## config.mk

```make
export PLATFORM = sky130hd
export DESIGN_NAME = mem_arbiter
export DESIGN_NICKNAME = d
export VERILOG_FILES = /design/src/rtl/mem_arbiter.sv
export SDC_FILE = /design/constraint.sdc
export NUM_CORES = 1
export LEC_CHECK = 0
export BUFFER_PORTS_ARGS = -buffer_cell sky130_fd_sc_hd__buf_2
export CAP_MARGIN = 20
export CORE_ASPECT_RATIO = 2
export CORE_MARGIN = 1
export CORE_UTILIZATION = 42
export DETAILED_ROUTE_END_ITERATION = 10
export GPL_TIMING_DRIVEN = 0
export PLACE_DENSITY_LB_ADDON = 0.08
export REMOVE_ABC_BUFFERS = 1
export SLEW_MARGIN = 0
export SYNTH_ARGS = -nofsm -noshare
export SYNTH_HDL_FRONTEND = slang
export SYNTH_SLANG_ARGS = --single-unit
```

## constraint.sdc

```tcl
create_clock -name clk -period 1.75 [get_ports clk]
set_input_delay 0.175 -clock clk [delete_from_list [all_inputs] [get_ports clk]]
set_output_delay 0.175 -clock clk [all_outputs]
set_load 0.1 [all_outputs]
```

## src/rtl/mem_arbiter.sv

```systemverilog
// Two-port round-robin arbiter in front of a single-request memory unit.
// Port 0 is a read-only fetch port, port 1 is a read/write data port; a watchdog aborts stuck waits.
module mem_arbiter #(
    parameter int unsigned ADDR_WIDTH = 27,
    parameter int unsigned TIMEOUT    = 1024
) (
    input  logic                  clk,
    input  logic                  nrst,
    input  logic                  p0_req,
    input  logic [ADDR_WIDTH-1:0] p0_addr,
    output logic                  p0_ack,
    output logic                  p0_done,
    input  logic                  p1_req,
    input  logic                  p1_rwn,
    input  logic [ADDR_WIDTH-1:0] p1_addr,
    input  logic [31:0]           p1_wdata,
    output logic                  p1_ack,
    output logic                  p1_done,
    output logic [31:0]           rd_data,
    output logic                  mem_enable,
    output logic                  mem_rwn,
    output logic [ADDR_WIDTH-1:0] mem_addr,
    output logic [31:0]           mem_wdata,
    input  logic [31:0]           mem_rdata,
    input  logic                  mem_done,
    output logic                  timeout
);

    typedef enum logic [1:0] {StIdle, StIssue, StWait} state_e;

    localparam logic [15:0] CountMax = 16'(TIMEOUT - 1);

    state_e      state;
    logic        last_grant;  // 1 = port 1 was granted most recently
    logic        owner;       // port owning the transaction in flight
    logic [15:0] count;
    logic        grant1;

    // Port 1 wins when alone, or when both request and port 0 went last.
    always_comb begin
        grant1 = p1_req & (~p0_req | ~last_grant);
    end

    always_ff @(posedge clk or negedge nrst) begin
        if (!nrst) begin
            state      <= StIdle;
            last_grant <= 1'b1;
            owner      <= 1'b0;
            count      <= 16'd0;
            p0_ack     <= 1'b0;
            p1_ack     <= 1'b0;
            p0_done    <= 1'b0;
            p1_done    <= 1'b0;
            rd_data    <= 32'd0;
            mem_enable <= 1'b0;
            mem_rwn    <= 1'b0;
            mem_addr   <= '0;
            mem_wdata  <= 32'd0;
            timeout    <= 1'b0;
        end else begin
            p0_ack     <= 1'b0;
            p1_ack     <= 1'b0;
            p0_done    <= 1'b0;
            p1_done    <= 1'b0;
            mem_enable <= 1'b0;
            timeout    <= 1'b0;
            unique case (state)
                StIdle: begin
                    if (p0_req || p1_req) begin
                        state      <= StIssue;
                        owner      <= grant1;
                        last_grant <= grant1;
                        p0_ack     <= ~grant1;
                        p1_ack     <= grant1;
                        mem_enable <= 1'b1;
                        count      <= 16'd0;
                        if (grant1) begin
                            mem_addr  <= p1_addr;
                            mem_rwn   <= p1_rwn;
                            mem_wdata <= p1_wdata;
                        end else begin
                            mem_addr  <= p0_addr;
                            mem_rwn   <= 1'b1;
                            mem_wdata <= 32'd0;
                        end
                    end
                end
                StIssue: begin
                    state <= StWait;
                    count <= 16'd0;
                end
                StWait: begin
                    if (mem_done) begin
                        state   <= StIdle;
                        p0_done <= ~owner;
                        p1_done <= owner;
                        if (mem_rwn) begin
                            rd_data <= mem_rdata;
                        end
                    end else if (count == CountMax) begin
                        state   <= StIdle;
                        p0_done <= ~owner;
                        p1_done <= owner;
                        timeout <= 1'b1;
                        rd_data <= 32'hFFFF_FFFF;
                    end else begin
                        count <= count + 16'd1;
                    end
                end
                default: state <= StIdle;
            endcase
        end
    end

endmodule

```

==> qor.yml <==
die:
  start_util_pct: 43.0
  dieArea_um2: 11600
  rows: 54
  die_h_um: 151
  coreArea_um2: 10900
  die_w_um: 76.6
  ios: 222
route:
  drtIter0Drc: 317
  wl_um: 15800
  avgRoutedWirePerCell_um: 17.9
  vias_per_cell: 5.26
  routed-wl-met2_um: 8840
  drtAntennaViolNets: 0
  drc: 0
  routed.top_layer: "met4"
  vias: 4648
  drtPass1Iterations: 6
  met3WireLength_um: 811
  wirelength_met1_um: 5610
cts:
  cts_tree: "built"
  clock-root-buffer: "clkbuf_16"
  clk_pin_slew_ps: 60
  numCtsBuffers: 17
  clock-sinks: 118
  htreeDepth: 4
  clock_latency_ps: 410
  ctsLongestPathBuffers: 2
setup_path:
  critPathKind: "flop to flop"
  critPathMaxStageDelay_ps: 440
  crit_path_start_kind: "flop"
  rr_worst_depth: 8
  cpMostUsedCell: "buf_6"
  worstPathArrival_ps: 2090
  cpMaxStageDelayCell: "dfrtp_2"
  critPathRequiredTime_ps: 2080
  cp_cell_sequence: "nor4_4, buf_4, nand4_1, buf_6, o21ai_4, buf_6, o21ai_0, o21ai_1"
  end_kind: "flop"
  worst-path-max-fanout: 6
logic_synthesis:
  yosys-top-cells-area: "dfrtp_1 (63%), a22o_1 (6.2%), o22a_1 (6.0%), a222oi_1 (5.8%), inv_1 (2.7%)"
  ys_ff_latch: 118
  ys_warn_count: 0
  synth.largest_area_cell: "dfrtp_1"
  synth_edf_count: 0
  ys_types: 39
  async_flop_share_pct: 100
  synth.avg_cell_area_um2: 12.3
  synth_top_area_share_pct: 62.6
  synth_area_um2: 4680
  netlist_instances: 379
  seq_area_frac_synth_pct: 63.2
  synthFlopType: "dfrtp_1"
sta:
  slew_violations: 0
  worst_pin_slew_ps: 634
  min_period_over_period_pct: 101
  period_minus_slack_ps: 1760
  hold_violations: 0
  slew-limit-headroom_pct: 57.7
  fin_skew_ps: 12.5
  max_clock_freq_mhz: 568
  rsz0062_at_grt: "yes"
  setup_viol: 5
  layout_setup_ws_ps: -12.0
cells_and_area:
  fillerInstances: 742
  drive_gt1_share_pct: 41.3
  nNetsFinal: 855
  layout_commonest_cell: "buf_2"
  final_cell_mix: "buf_2 (220), dfrtp_1 (114), dlygate4sd3_1 (108)"
  syn2layout_area_growth_pct: 71.0
  post-route-util_pct: 73.5
  stdcell_count: 884
placed_design:
  post-place-ws_ps: -385
  hpwlAfterDp_um: 9210
  placed_cells: 720
  place.port_buffers: 221
  place_congestion: 0.810
worst_hold_path:
  whs_path_depth: 2
  hold_path_class: "input port to flop"
global_routing:
  grt.overflow.total: 0
  grt_pass1_wl_um: 24600
  grt_max_degree: 76
  antenna_found_initial: 1
  grt_usage_pct: 27.9
  grt_pass1_vias: 5013
run_status:
  violations: "setup timing"
  outcome: "finished with violations"
flow_run:
  drv_cap: 0
## logic make-up (layout without fill, tap and decap cells)
| group | after synthesis | in the layout | synth area share (%) |
|---|---|---|---|
| AOI/OAI and AO/OA | 135 | 136 | 23.4 |
| DFF | 118 | 118 | 63.2 |
| and+or+nand+nor | 65 | 66 | 7.60 |
| buffers and inverters | 59 | 421 | 5.38 |
| adders and majority gates | 1 | 1 | 0.267 |
| muxes | 1 | 1 | 0.214 |
| other | 0 | 1 | 0 |
## cell usage after synthesis, drive strengths merged, types with 2 or more instances
cell type,count
a21o,8
a21oi,7
a222oi,27
a22o,33
a31oi,3
and3,2
and4,2
buf,8
clkbuf,17
dfrtp,117
inv,34
nand2,14
nand2b,2
nand3,8
nand4,5
nor2,15
nor3,8
nor4,3
o21ai,22
o22a,32
or3,2
## path summary, 6_finish.rpt
kind | from | end | slack (ps)
setup / recovery | count[10]$_DFFE_PN0P_ | count[2]$_DFFE_PN0P_ | -10
min in group asynchronous | nrst | rd_data[29]$_DFFE_PN0P_ | 250
hold reg to reg | owner$_DFFE_PN0P_ | p0_done$_DFF_PN0_ | 470
max in group asynchronous | nrst | last_grant$_DFFE_PN1P_ | 760
hold / removal | mem_rdata[10] | rd_data[10]$_DFFE_PN0P_ | 10
setup reg to reg | count[10]$_DFFE_PN0P_ | count[2]$_DFFE_PN0P_ | -10
## per-layer routing
layer | GRT usage [%] | up-vias
li1 | - | 2140
met1 | 28.6 | 2254
met2 | 51.8 | 211
met3 | 6.14 | 43
met4 | 15.5 | 0
met5 | 0 | -
## metrics by stage
stage / hold slack (ps) / cell area [µm²] / setup TNS, ps
finish: 13.2 / 8000 / -34.5
CTS: 0.990 / 7900 / -34.7
global placement: 382 / 5830 / -208390
floorplan: -121 / 4550 / -46110
detailed placement: 125 / 5950 / -18430
global route: 6.99 / 8000 / -878
## flip-flops by register name (all words and copies together), names as in the netlist
name,flops
count,16
last_grant,1
mem_addr,27
mem_enable,1
mem_rwn,1
mem_wdata,32
owner,1
p0_ack,1
p0_done,1
p1_ack,1
p1_done,1
rd_data,32
state,2
timeout,1
## worst max-delay path: cells and delay by family (launching register included)
family	cells	cell delay, ps
flops	1	440
compound gates	3	320
simple gates	2	430
buf+inv	3	480
## layout make-up
type	count	area (µm²)	area share, %
Antenna cell	1	2.50	0.0313
Clock buffer	18	439	5.49
Clock inverter	14	201	2.52
Inverter	34	128	1.60
Multi-Input combinational cell	204	1620	20.2
Sequential cell	118	2960	37.0
Tap cell	140	175	2.19
Timing Repair Buffer	355	2480	31.0
## what timing repair did
item                                    CTS  global route
endpoints found under the hold margin   124             0
pin swaps                                 6            37
cloned                                    2             0
setup buffers                            16             6
resized for setup                        21            20
hold buffers                            108             0
endpoints found under the setup margin   72            63
Power is not shown: default switching activity piles up to over one toggle a cycle in this logic, so the estimate is an artifact.
